File: src/rtl/cache_port_arbiter.sv
// rtl/cache_port_arbiter.sv - two-master round-robin arbiter in front of a single cache port
// One transaction in flight at a time: IDLE grants, ISSUE strobes, WAIT for cache_ready, DONE pulses ready.
module cache_port_arbiter #(
    parameter int ADDRESS_WIDTH = 16
) (
    input  logic                     clk,
    input  logic                     rst,
    input  logic [ADDRESS_WIDTH-1:0] m0_address,
    input  logic                     m0_rd,
    input  logic                     m0_wr,
    input  logic [3:0]               m0_byte_enable,
    input  logic [31:0]              m0_data_wr,
    output logic [31:0]              m0_data_out,
    output logic                     m0_ready,
    input  logic [ADDRESS_WIDTH-1:0] m1_address,
    input  logic                     m1_rd,
    input  logic                     m1_wr,
    input  logic [3:0]               m1_byte_enable,
    input  logic [31:0]              m1_data_wr,
    output logic [31:0]              m1_data_out,
    output logic                     m1_ready,
    output logic [ADDRESS_WIDTH-1:0] cache_address,
    output logic                     cache_rd,
    output logic                     cache_wr,
    output logic [3:0]               cache_byte_enable,
    output logic [31:0]              cache_data_wr,
    input  logic [31:0]              cache_data_out,
    input  logic                     cache_ready,
    output logic                     grant_id,
    output logic                     busy
);

    typedef enum logic [1:0] {
        S_IDLE  = 2'd0,
        S_ISSUE = 2'd1,
        S_WAIT  = 2'd2,
        S_DONE  = 2'd3
    } state_t;

    state_t                   r_state;
    state_t                   w_next;
    logic                     r_last_served;
    logic                     r_grant_id;
    logic                     r_op_wr;
    logic                     r_cache_rd;
    logic                     r_cache_wr;
    logic [ADDRESS_WIDTH-1:0] r_cache_address;
    logic [3:0]               r_cache_byte_enable;
    logic [31:0]              r_cache_data_wr;
    logic [31:0]              r_m0_data_out;
    logic [31:0]              r_m1_data_out;
    logic                     r_m0_ready;
    logic                     r_m1_ready;
    logic                     r_busy;

    logic                     w_pend0;
    logic                     w_pend1;
    logic                     w_grant_valid;
    logic                     w_grant_sel;
    logic                     w_complete;
    logic [ADDRESS_WIDTH-1:0] w_sel_address;
    logic [3:0]               w_sel_byte_enable;
    logic [31:0]              w_sel_data_wr;
    logic                     w_sel_wr;

    assign w_pend0 = m0_rd | m0_wr;
    assign w_pend1 = m1_rd | m1_wr;

    // rd+wr together collapses to a write, so only the wr bit matters for the op
    assign w_sel_address     = w_grant_sel ? m1_address     : m0_address;
    assign w_sel_byte_enable = w_grant_sel ? m1_byte_enable : m0_byte_enable;
    assign w_sel_data_wr     = w_grant_sel ? m1_data_wr     : m0_data_wr;
    assign w_sel_wr          = w_grant_sel ? m1_wr          : m0_wr;
    assign w_complete        = (r_state == S_WAIT) && cache_ready;

    always_comb begin
        w_next        = r_state;
        w_grant_valid = 1'b0;
        w_grant_sel   = 1'b0;
        case (r_state)
            S_IDLE: begin
                if (w_pend0 || w_pend1) begin
                    w_grant_valid = 1'b1;
                    w_grant_sel   = (w_pend0 && w_pend1) ? ~r_last_served : w_pend1;
                    w_next        = S_ISSUE;
                end
            end
            S_ISSUE: w_next = S_WAIT;
            S_WAIT:  if (cache_ready) w_next = S_DONE;
            S_DONE:  w_next = S_IDLE;
            default: w_next = S_IDLE;
        endcase
    end

    always_ff @(posedge clk) begin
        if (rst) r_state <= S_IDLE;
        else     r_state <= w_next;
    end

    always_ff @(posedge clk) begin
        if (rst) begin
            r_last_served       <= 1'b1;
            r_grant_id          <= 1'b0;
            r_op_wr             <= 1'b0;
            r_cache_rd          <= 1'b0;
            r_cache_wr          <= 1'b0;
            r_cache_address     <= '0;
            r_cache_byte_enable <= '0;
            r_cache_data_wr     <= '0;
            r_m0_data_out       <= '0;
            r_m1_data_out       <= '0;
            r_m0_ready          <= 1'b0;
            r_m1_ready          <= 1'b0;
            r_busy              <= 1'b0;
        end else begin
            r_cache_rd <= 1'b0;
            r_cache_wr <= 1'b0;
            r_m0_ready <= w_complete && !r_grant_id;
            r_m1_ready <= w_complete &&  r_grant_id;
            r_busy     <= (w_next != S_IDLE);
            if (w_grant_valid) begin
                r_grant_id          <= w_grant_sel;
                r_last_served       <= w_grant_sel;
                r_op_wr             <= w_sel_wr;
                r_cache_rd          <= ~w_sel_wr;
                r_cache_wr          <= w_sel_wr;
                r_cache_address     <= w_sel_address;
                r_cache_byte_enable <= w_sel_byte_enable;
                r_cache_data_wr     <= w_sel_data_wr;
            end
            if (w_complete && !r_op_wr) begin
                if (r_grant_id) r_m1_data_out <= cache_data_out;
                else            r_m0_data_out <= cache_data_out;
            end
        end
    end

    assign cache_address     = r_cache_address;
    assign cache_rd          = r_cache_rd;
    assign cache_wr          = r_cache_wr;
    assign cache_byte_enable = r_cache_byte_enable;
    assign cache_data_wr     = r_cache_data_wr;
    assign m0_data_out       = r_m0_data_out;
    assign m1_data_out       = r_m1_data_out;
    assign m0_ready          = r_m0_ready;
    assign m1_ready          = r_m1_ready;
    assign grant_id          = r_grant_id;
    assign busy              = r_busy;

endmodule

File: config.mk
export PLATFORM = sky130hd
export DESIGN_NAME = cache_port_arbiter
export DESIGN_NICKNAME = d
export VERILOG_FILES = /design/src/rtl/cache_port_arbiter.sv
export SDC_FILE = /design/constraint.sdc
export NUM_CORES = 1
export LEC_CHECK = 0
export CORE_MARGIN = 4
export CORE_UTILIZATION = 41
export CTS_CLUSTER_DIAMETER = 120
export DETAILED_ROUTE_END_ITERATION = 16
export PLACE_DENSITY = 0.84
export SYNTH_ARGS = -nofsm -noshare
export SYNTH_HDL_FRONTEND = slang
export SYNTH_SLANG_ARGS = --single-unit
export TNS_END_PERCENT = 30
File: constraint.sdc
create_clock -name clk -period 1.8 [get_ports clk]
set_input_delay 0.45 -clock clk [delete_from_list [all_inputs] [get_ports clk]]
set_output_delay 0.45 -clock clk [all_outputs]
set_load 0.05 [all_outputs]
* After elaboration in Yosys (flattened, before gate mapping) *
Cells that the tools add are included.
W data, S select, Z words.

operators by class
  reduce and logical (&&, ||, !) cells = 13
  muxes and demuxes = 12
  bitwise gates (word level) = 6
  equality and inequality tests = 3

operators by type and width
  operator              count
  $mux W32              1
  $mux W16              1
  $pmux W2 S4           1
  $mux W1               6
  $logic_and A1 B1 Y1   5
  $eq A2 B2 Y1 const B  2
  $mux W2               2
  $mux W4               1
  $not A1 Y1            4
  $reduce_and A2 Y1     2
  $eq A2 B1 Y1 const B  1
  $logic_not A1 Y1      2
  $logic_not A2 Y1      1
  $or A1 B1 Y1          2
  $reduce_bool A2 Y1    1
  $reduce_or A2 Y1      1
  $logic_or A1 B1 Y1    1

storage, ports and cells
  flip-flop bits (word level) = 126
  output and inout port bits = 122
  logic and storage cells = 48
  bits of input ports = 143

* Depth between registers and ports, before layout *
Gate-level depths: netlist of run 1.

  word-level depth = 7
  gate-level depth with buffers = 7
  gate-level depth less buffers = 5

* Worst setup path after synthesis of run 1 *
Ideal clock, no wire load.

  kind = reg-to-reg
  from = register r_grant_id (netlist: grant_id)
  to = register r_m1_data_out[1] (netlist: m1_data_out[1])
  library setup time = 70 ps
  data required time = 1730 ps
  setup slack = 151 ps
  buffers on the path = 2
  data arrival time = 1578 ps
  stages on the path, launching flop included = 6
  clock period less this slack = 1649 ps
  cells stage by stage = dfxtp_1 and4b_1 clkbuf_1 clkbuf_1 nand2_1 a21oi_1

between the ends
  cells in the longest elaborated chain, start to end = 1

ends and longest elaborated chain
  element                      line  source
  start, declared              43    logic r_grant_id;
  start signal, assigned       122   r_grant_id <= w_grant_sel;
  $reduce_and A2 Y1 (no line)  -
  end signal, assigned         132   if (r_grant_id) r_m1_data_out <= cache_data_out;
  end, declared                51    logic [31:0] r_m1_data_out;

Every way passes these cells.
A chain may end at the register's enable or synchronous reset.

* Worst setup path after layout of run 1 *
  from = input m0_rd
  to = register r_cache_data_wr[22] (netlist: cache_data_wr[22])

between the ends
  cells in the longest elaborated chain, start to end = 6
  elaborated cells between the ends (all ways) = 9
  those cells by class = 6 x mux; 1 x bitwise; 2 x reduce/logical

ends and longest elaborated chain
  element               line  source
  start, declared       9     input logic m0_rd,
  $or A1 B1 Y1 (*)      66    assign w_pend0 = m0_rd | m0_wr;
  $logic_and A1 B1 Y1   84    w_grant_sel = (w_pend0 && w_pend1) ? ~r_last_served : w_pend1;
  $mux W1               84
  $mux W1               82    if (w_pend0 || w_pend1) begin
  $mux W1               80    case (r_state)
  $mux W32              72    assign w_sel_data_wr = w_grant_sel ? m1_data_wr : m0_data_wr;
  end signal, assigned  129   r_cache_data_wr <= w_sel_data_wr;
  end, declared         49    logic [31:0] r_cache_data_wr;

Every way passes the cells marked *; elsewhere a longest branch is shown, timed or not.

==> summary.txt, run 1 <==
Route
  • DRT antenna net count: 0
  • Number of remaining DRC errors: 0
  • WL final: 18.5 mm
  • Via count: 5539
  • Drt wl/cell: 17.3 um
  • Initial DRC count: 375
  • Drt first pass iters: 5
  • DR vias/cell: 5.20

Setup path
  • Crit start category: primary input
  • Crit-path slowest cell: o41a_2
  • Worst path top cell family by delay: compound AO/OA/AOI/OAI gates
  • Worst path bufs/invs: 2
  • WS Path Type: in -> reg
  • CP peak stage delay: 0.59 ns
  • Critical Path, Cell by Cell: clkdlybuf4s50_1, o41a_2, buf_12, o21bai_1, a211oi_2
  • CP arrival: 2.01 ns
  • Critical Path RT: 2.09 ns
  • Crit path max fanout: 27
  • Critical Path End Type: register

Yosys
  • Mean Syn Cell Area: 8.88 um2
  • Synthesized flop and latch total: 126
  • Area contributors post-synth: dfxtp_1 45%, a211oi_2 11%, nand2_1 8.9%, nor3b_1 7.3%, o21bai_1 7.0%
  • Seq/Total Area, Yosys: 0.452
  • Yosys top cell area share: 0.452
  • Dominant cell type by area after synthesis: dfxtp_1
  • Cells after Synth: 628
  • Yosys cell types: 34
  • Net Count, Synth: 774
  • Synth Cell Area: 5580 um2
  • Synth warn: 0

CTS
  • CTS Hold Buffers Added: 0
  • Post-CTS Setup Bufs: 0
  • H-Tree Level Count: 4
  • CTS resizes: 0
  • Clk pin slew, worst setup/hold paths: 0.05 ns
  • TritonCTS clock tree: yes
  • Worst-case clock buffer depth: 2
  • Clock Latency Late Sink: 0.41 ns
  • CTS buffer count: 17
  • # clock sinks: 126
  • Root buffer cell: clkbuf_16

Power and ir drop
  • Static Leakage: 3.40 nW
  • Worst VDD drop: 0.000927 V
  • Power Density: 1390 nW/um2

Min path
  • Hold crit path type: reg -> reg

Flow run
  • Max Cap Violations: 0

STA
  • Clock skew: 0.00654 ns
  • Final Hold Viols: 0
  • Fmax: 582 MHz
  • Setup violators final: 0
  • Worst Max-Slew Pin Slew: 0.596 ns
  • Worst Hold Slack: 0.454 ns
  • Tcrit/Tclk final: 0.954
  • Slew Viols, Final: 0
  • Slew headroom: 0.603
  • RSZ-0062 raised after global routing: false
  • Sum of negative setup slack: 0 ns
  • Minimum clock period: 1.72 ns

Layout
  • Most common cell after layout, fill and taps aside: clkdlybuf4s50_1
  • Area of the multi-input gates: 2770 um2
  • Area Growth Syn to Fin: 60.2%
  • Register area: 2520 um2
  • Share of layout cells above drive strength 1: 0.266
  • Nets: 1023
  • Most frequent cells in the layout: 141 x clkdlybuf4s50_1, 139 x buf_4, 132 x nand2_1
  • N_diodes: 0
  • Fillers: 1073

Global routing
  • Largest net degree at the start of global routing: 53
  • Global-route wire length before repair: 29.3 mm
  • Vias in the first global route: 5507
  • Initial antenna violation count: 0
  • GR Overflow Total: 0
  • GRT Total Usage: 0.232

Floorplan
  • I/O Pins: 265
  • Initial Util: 0.419
  • FP Rows: 42
  • DIE AREA: 15500 um2
  • Die width: 125 um
  • Core ar.: 13300 um2
  • Die height: 125 um

Run status
  • Outcome: complete, no violations

Place
  • Placer Congestion: 0.813
  • Input/output buffers: 264
  • HPWL Detailed: 12.5 mm
routing by layer:
layer  global-route usage  wire (um)
met1                0.279       7480
met2                0.377       9150
met3               0.0712       1120
met4                0.111        694
met5                    0          0
metrics by stage:
stage | util | power (mW) | cell area (um2) | setup slack, ns | std cells
floorplan | - | 6.91 | 5580 | 0.151 | 628
global placement | 0.621 | 8.55 | 8260 | -0.262 | 1034
detailed placement | 0.621 | 8.60 | 8260 | -0.291 | 1034
CTS | 0.672 | 12.5 | 8930 | 0.0957 | 1066
global route | 0.672 | 12.9 | 8930 | 0.0000566 | 1066
finish | 0.672 | 12.4 | 8930 | 0.0821 | 1066
sequential cells by signal, summed over array words and instances, names as in the netlist, 2 cells and up:
name               flops
m1_data_out           32
r_state                2
m0_data_out           32
cache_address         16
cache_byte_enable      4
cache_data_wr         32
where the power goes:
part / total, mW / switching (mW) / internal [mW]
Clock: 3.90 / 1.23 / 2.67
Combinational: 5.00 / 3.17 / 1.83
Sequential: 3.53 / 0.272 / 3.26
Total: 12.4 / 4.67 / 7.76
cell usage after synthesis, drive strengths merged:
| library cell | n |
|---|---|
| a211oi | 52 |
| a21bo | 1 |
| a21o | 1 |
| a21oi | 67 |
| a31oi | 1 |
| and4b | 1 |
| buf | 20 |
| clkbuf | 44 |
| dfxtp | 126 |
| ha | 3 |
| inv | 3 |
| nand2 | 132 |
| nand3 | 1 |
| nand3b | 2 |
| nand4 | 1 |
| nand4b | 1 |
| nand4bb | 2 |
| nor2 | 1 |
| nor2b | 1 |
| nor3 | 54 |
| nor3b | 54 |
| nor4 | 1 |
| nor4bb | 1 |
| o21a | 1 |
| o21ai | 2 |
| o21bai | 52 |
| o41a | 1 |
| o41ai | 1 |
| or2 | 1 |
worst paths after layout:
| check | startpoint | to | cells past startpoint | slack [ns] |
|---|---|---|---|---|
| worst max-delay path | m0_rd | cache_data_wr[22]$_SDFFE_PP0P_ | 5 | 0.08 |
| worst min-delay path | m1_data_out[25]$_SDFFE_PP0P_ | m1_data_out[25]$_SDFFE_PP0P_ | 2 | 0.45 |
| worst max register to register | r_state[0]$_SDFF_PP0_ | cache_data_wr[17]$_SDFFE_PP0P_ | 6 | 0.14 |
| worst min register to register | m1_data_out[25]$_SDFFE_PP0P_ | m1_data_out[25]$_SDFFE_PP0P_ | 2 | 0.45 |
cells by family (layout without fill, tap and decap cells):
logic type	Yosys count	count (layout)	share of synthesized area
AND/OR/NAND/NOR	253	253	0.231
AO/OA/AOI/OAI	179	179	0.254
flip-flops	126	126	0.452
buffers and inverters	67	329	0.0561
adder cells (fa/ha/maj)	3	3	0.00673
cell type report:
class	instances	share of cell area
repair buffers	294	0.306
clock buffers	22	0.0520
multi-input cells	435	0.310
clock inverters	10	0.0234
flip-flops and latches	126	0.282
inverters	3	0.00126
well taps	176	0.0247
worst register-to-register path, stage by stage, from the launching register on:
cell and delay [ns]:
dfxtp_1 0.30, inv_1 0.11, ha_1 0.29, o21ai_4 0.10, or2_2 0.34, buf_12 0.20
a211oi_1 0.24
Power figures use the tool's default switching activity.
==> run 2, diff against run 1 <==
Settings changed: GPL_TIMING_DRIVEN set to 0.
==> summary.txt, run 2 (synthesis results as in run 1) <==
Run status
  • Outcome: complete, but fails checks
  • Violated checks: setup timing

CTS
  • TritonCTS clock tree: yes
  • Worst-case clock buffer depth: 2 (unchanged)
  • Clock Latency Late Sink: 0.41 ns (about the same)
  • Clk pin slew, worst setup/hold paths: 0.06 ns (about the same)
  • Root buffer cell: clkbuf_16
  • # clock sinks: 126 (unchanged)
  • CTS buffer count: 17 (unchanged)
  • H-Tree Level Count: 4 (unchanged)

Floorplan
  • Die height: 125 um (unchanged)
  • Die width: 125 um (unchanged)
  • DIE AREA: 15500 um2 (unchanged)
  • I/O Pins: 265 (unchanged)
  • Core ar.: 13300 um2 (unchanged)
  • FP Rows: 42 (unchanged)
  • Initial Util: 0.419 (unchanged)

Global routing
  • GRT Total Usage: 0.234 (+0.00265)
  • GR Overflow Total: 0 (unchanged)
  • Global-route wire length before repair: 29.4 mm (+0.35%)
  • Vias in the first global route: 5622 (+2.1%)
  • Largest net degree at the start of global routing: 17 (-68%)
  • Initial antenna violation count: 2 (+2)

Setup path
  • Critical Path End Type: register
  • Critical Path, Cell by Cell: clkdlybuf4s50_1, o21ai_2, clkbuf_1, nor3_1, a211oi_2
  • CP arrival: 2.15 ns (+0.14 ns)
  • Crit-path slowest cell: clkdlybuf4s50_1
  • Crit path max fanout: 10 (-63%)
  • Crit start category: primary input
  • CP peak stage delay: 0.55 ns (-0.04 ns)
  • WS Path Type: in -> reg
  • Critical Path RT: 2.13 ns (+0.04 ns)

Layout
  • Fillers: 1124 (+4.8%)
  • Fin cells: 1102 (+3.4%)
  • Share of layout cells above drive strength 1: 0.139 (-0.128)
  • Most common cell after layout, fill and taps aside: clkdlybuf4s50_1
  • Most frequent cells in the layout: 138 x clkdlybuf4s50_1, 132 x nand2_1, 126 x dfxtp_1
  • Nets: 1057 (+3.3%)
  • Area of the multi-input gates: 2760 um2 (-0.54%)
  • Register area: 2520 um2 (unchanged)
  • Area Growth Syn to Fin: 60.9%

STA
  • Clock skew: 0.00539 ns (-0.00116 ns)
  • Final Hold Viols: 0 (unchanged)
  • Post-route setup slack: -0.0149 ns (-0.0970 ns)
  • Sum of negative setup slack: -0.0198 ns (-0.0198 ns)
  • RSZ-0062 raised after global routing: true
  • Fmax: 551 MHz (-5.3%)
  • Setup violators final: 3 (+3)
  • Worst Max-Slew Pin Slew: 0.573 ns (-0.0231 ns)
  • Slew Viols, Final: 0 (unchanged)
  • Slew headroom: 0.620 (+0.0169)
  • Minimum clock period: 1.81 ns (+0.0970 ns)
  • Tcrit/Tclk final: 1.01 (+0.0539)
  • Worst Hold Slack: 0.449 ns (-0.00473 ns)

Min path
  • Hold crit path type: reg -> reg

Power and ir drop
  • Static Leakage: 3.66 nW (+7.4%)
  • Net Sw Frac: 0.392 (+0.0165)
  • Psw: 4.68 mW (about the same)
  • Power Density: 1330 nW/um2 (-4.6%)
  • Worst VDD drop: 0.000717 V (-23%)
  • Reg power frac: 0.294 (+0.010)
  • Power share of the combinational group: 0.406 (+0.004)
  • Clk pwr share: 0.300 (-0.014)
  • Internal power: 7.24 mW (-6.7%)
  • Pwr Total: 11.9 mW (-4.2%)

Route
  • WL final: 18.8 mm (+2.0%)
  • DRT antenna net count: 0 (unchanged)
  • Via count: 5733 (+3.5%)
  • Drt first pass iters: 5 (unchanged)
  • Initial DRC count: 385 (+2.7%)
  • Number of remaining DRC errors: 0 (unchanged)
  • Drt wl/cell: 17.1 um (-1.4%)
  • DR vias/cell: 5.20 (+0.12%)

Place
  • Placer Congestion: 0.829 (+1.9%)
  • HPWL Detailed: 13.8 mm (+11%)
  • Placed Instances: 1066 (+3.1%)
  • Input/output buffers: 262 (-0.76%)

Flow run
  • Max Cap Violations: 0 (unchanged)
run 2: cell count changes in the layout (fill, tap and decap cells not counted), sizes merged:
cell and change:
buf -132, bufinv -2, clkbuf +45, clkdlybuf4s15 +6
clkdlybuf4s18 +1, clkdlybuf4s50 -3, clkinv +1, clkinvlp +2
diode +2, dlygate4sd2 +114, dlymetal6s2s +2
run 2: path summary, 6_finish.rpt:
check | to | startpoint | depth (start not counted) | slack [ns]
max reg2reg | cache_byte_enable[0]$_SDFFE_PP0P_ | r_state[0]$_SDFF_PP0_ | 6 | 0.10
max | cache_address[4]$_SDFFE_PP0P_ | m1_rd | 5 | -0.01
min | m0_data_out[10]$_SDFFE_PP0P_ | m0_data_out[10]$_SDFFE_PP0P_ | 2 | 0.45
min reg2reg | m0_data_out[10]$_SDFFE_PP0P_ | m0_data_out[10]$_SDFFE_PP0P_ | 2 | 0.45
run 2: cell type report:
cell class | instances | area share
Antenna cell | 2 | 0.000558
Buffer | 64 | 0.0388
Clock buffer | 21 | 0.0502
Clock inverter | 11 | 0.0184
Inverter | 3 | 0.00126
Multi-Input combinational cell | 435 | 0.307
Sequential cell | 126 | 0.281
Tap cell | 176 | 0.0245
Timing Repair Buffer | 264 | 0.278
run 2: metal layers:
metal | share of wire | wire, um | global-route usage | vias up
met5 | 0 | 0 | 0 | -
met4 | 0.041 | 769 | 0.121 | 0
met3 | 0.072 | 1360 | 0.0720 | 56
met2 | 0.48 | 9050 | 0.379 | 202
met1 | 0.41 | 7640 | 0.279 | 2687
li1 | - | - | - | 2788
run 2: worst max-delay path, delay by kind of cell:
family,cells,cell delay [ns]
AOI/OAI and AO/OA,2,0.59
buffers and inverters,2,0.99
and+or+nand+nor,1,0.11
run 2: repair_timing:
| action | CTS | global route |
|---|---|---|
| gates resized for setup | 136 | 50 |
| pin swaps | 1 | 2 |
| hold buffers | 0 | 0 |
| buffers inserted | 0 | 2 |
| endpoints found under the setup margin | 177 | 117 |
run 2: through the flow:
step                 util  instance area [um2]  worst slack, ns
floorplan               -                 5580            0.151
global placement    0.633                 8420           -0.578
detailed placement  0.633                 8420           -0.557
CTS                 0.670                 8910          -0.0664
global route        0.675                 8970          -0.0678
finish              0.675                 8970          -0.0149
run 2: power groups by stage:
stage / Sequential [mW] / Combinational (mW) / Clock (mW)
floorplan: 5.06 / 1.86 / 0
global placement: 3.55 / 5.04 / 0
detailed placement: 3.56 / 5.07 / 0
CTS: 3.50 / 4.81 / 3.64
global route: 3.56 / 5.10 / 3.76
finish: 3.51 / 4.84 / 3.58
==> run 3, diff against run 2 <==
--- a/constraint.sdc
+++ b/constraint.sdc
@@ -3,2 +3,2 @@
 set_output_delay 0.45 -clock clk [all_outputs]
-set_load 0.05 [all_outputs]
+set_load 0.02 [all_outputs]
==> summary.txt, run 3 (synthesis results as in run 1) <==
Route
  • WL final: 18.8 mm (-0.17%)
  • Initial DRC count: 341 (-11%)
  • DR vias/cell: 5.19 (-0.21%)
  • Drt first pass iters: 5 (unchanged)
  • Via count: 5721 (-0.21%)
  • Number of remaining DRC errors: 0 (unchanged)
  • Drt wl/cell: 17.0 um (-0.17%)
  • DRT antenna net count: 0 (unchanged)

STA
  • Minimum clock period: 1.81 ns (-0.00773 ns)
  • Post-route setup slack: -0.00716 ns (+0.00773 ns)
  • Setup violators final: 3 (unchanged)
  • RSZ-0062 raised after global routing: true
  • Slew headroom: 0.637 (+0.0170)
  • Tcrit/Tclk final: 1.00 (-0.00430)
  • Fmax: 553 MHz (+0.43%)
  • Final Hold Viols: 0 (unchanged)
  • Worst Hold Slack: 0.449 ns (+0.000218 ns)
  • Slew Viols, Final: 0 (unchanged)
  • Clock skew: 0.00586 ns (+0.000478 ns)
  • Worst Max-Slew Pin Slew: 0.539 ns (-0.0337 ns)
  • Sum of negative setup slack: -0.0111 ns (+0.00870 ns)

Floorplan
  • Initial Util: 0.419 (unchanged)
  • DIE AREA: 15500 um2 (unchanged)
  • I/O Pins: 265 (unchanged)
  • FP Rows: 42 (unchanged)
  • Die width: 125 um (unchanged)
  • Die height: 125 um (unchanged)
  • Core ar.: 13300 um2 (unchanged)

Place
  • Pre-CTS setup slack: -0.557 ns (unchanged)
  • HPWL Detailed: 13.8 mm (unchanged)
  • Placed Instances: 1066 (unchanged)
  • Input/output buffers: 262 (unchanged)
  • Dpl cell area: 8420 um2 (unchanged)
  • Placer Congestion: 0.829 (unchanged)

Setup path
  • CP peak stage delay: 0.55 ns (about the same)
  • Critical Path RT: 2.13 ns (about the same)
  • Crit-path slowest cell: clkdlybuf4s50_1
  • Crit path max fanout: 10 (unchanged)
  • Critical Path End Type: register
  • Critical Path, Cell by Cell: clkdlybuf4s50_1, o21ai_2, clkbuf_1, nor3_1, a211oi_2
  • CP arrival: 2.14 ns (about the same)
  • Crit start category: primary input
  • WS Path Type: in -> reg

Min path
  • Hold crit path type: reg -> reg

CTS
  • Clock Latency Late Sink: 0.41 ns (about the same)
  • TritonCTS clock tree: yes
  • Worst-case clock buffer depth: 2 (unchanged)
  • Root buffer cell: clkbuf_16
  • H-Tree Level Count: 4 (unchanged)
  • # clock sinks: 126 (unchanged)
  • Clk pin slew, worst setup/hold paths: 0.06 ns (about the same)
  • CTS buffer count: 17 (unchanged)

Layout
  • Fin cells: 1102 (unchanged)
  • Nets: 1057 (unchanged)
  • Area Growth Syn to Fin: 60.6%
  • Most common cell after layout, fill and taps aside: clkdlybuf4s50_1
  • Design area: 8960 um2 (-0.17%)
  • Share of layout cells above drive strength 1: 0.136 (-0.00216)
  • Most frequent cells in the layout: 138 x clkdlybuf4s50_1, 132 x nand2_1, 126 x dfxtp_1
  • Final core occ: 0.674 (-0.00113)

Global routing
  • Initial antenna violation count: 3 (+1)
  • GR Overflow Total: 0 (unchanged)
  • Largest net degree at the start of global routing: 17 (unchanged)
  • Vias in the first global route: 5649 (+0.48%)
  • GRT Total Usage: 0.235 (+0.000361)
  • Global-route wire length before repair: 29.5 mm (+0.21%)

Flow run
  • Max Cap Violations: 0 (unchanged)

Power and ir drop
  • Worst VDD drop: 0.000674 V (-6.0%)
  • Pwr Total: 10.9 mW (-8.3%)
  • Static Leakage: 3.68 nW (+0.60%)
  • Power Density: 1220 nW/um2 (-8.2%)

Run status
  • Violated checks: setup timing
  • Outcome: complete, but fails checks
==> run 3: worst paths after layout <==
| path | startpoint | endpoint | slack (ns) | cells after the start |
|---|---|---|---|---|
| worst min register to register | m0_data_out[10]$_SDFFE_PP0P_ | m0_data_out[10]$_SDFFE_PP0P_ | 0.45 | 2 |
| worst min-delay path | m0_data_out[10]$_SDFFE_PP0P_ | m0_data_out[10]$_SDFFE_PP0P_ | 0.45 | 2 |
| worst max-delay path | m1_rd | cache_address[4]$_SDFFE_PP0P_ | -0.007 | 5 |
| worst max register to register | r_state[0]$_SDFF_PP0_ | cache_byte_enable[0]$_SDFFE_PP0P_ | 0.08 | 6 |
==> run 3: critical path: cells and delay by family <==
| kind | cells | cell delay, ns |
|---|---|---|
| buffers and inverters | 2 | 0.98 |
| AO/OA/AOI/OAI | 2 | 0.59 |
| AND/OR/NAND/NOR | 1 | 0.11 |
==> run 3: timing repair <==
item,in CTS,in global routing
setup buffers,2,0
hold buffers,0,0
gates resized for setup,129,42
setup endpoints to repair,177,109
pin swaps,1,1
==> run 3: where the power goes <==
part	leakage (nW)	internal, mW	switching [mW]
clock	0.289	2.34	1.23
combinational	2.36	1.64	2.21
sequential	1.03	3.26	0.243
total	3.68	7.24	3.69
==> run 3: cell type report <==
cell class	count	area, um2
inverters	3	11.3
fillers	1125	4340
flip-flops and latches	126	2520
plain buffers	64	338
diodes	2	5.00
multi-input cells	435	2760
clock inverters	11	165
well taps	176	220
repair buffers	264	2490
clock buffers	21	450
==> run 3: layer usage <==
layer | routed length, um | GRT usage | part of all wire | vias to the layer above
met2 | 9040 | 0.379 | 0.48 | 200
li1 | - | - | - | 2791
met5 | 16 | 0 | 0.00085 | -
met3 | 1300 | 0.0729 | 0.069 | 52
met1 | 7680 | 0.279 | 0.41 | 2676
met4 | 749 | 0.123 | 0.040 | 2
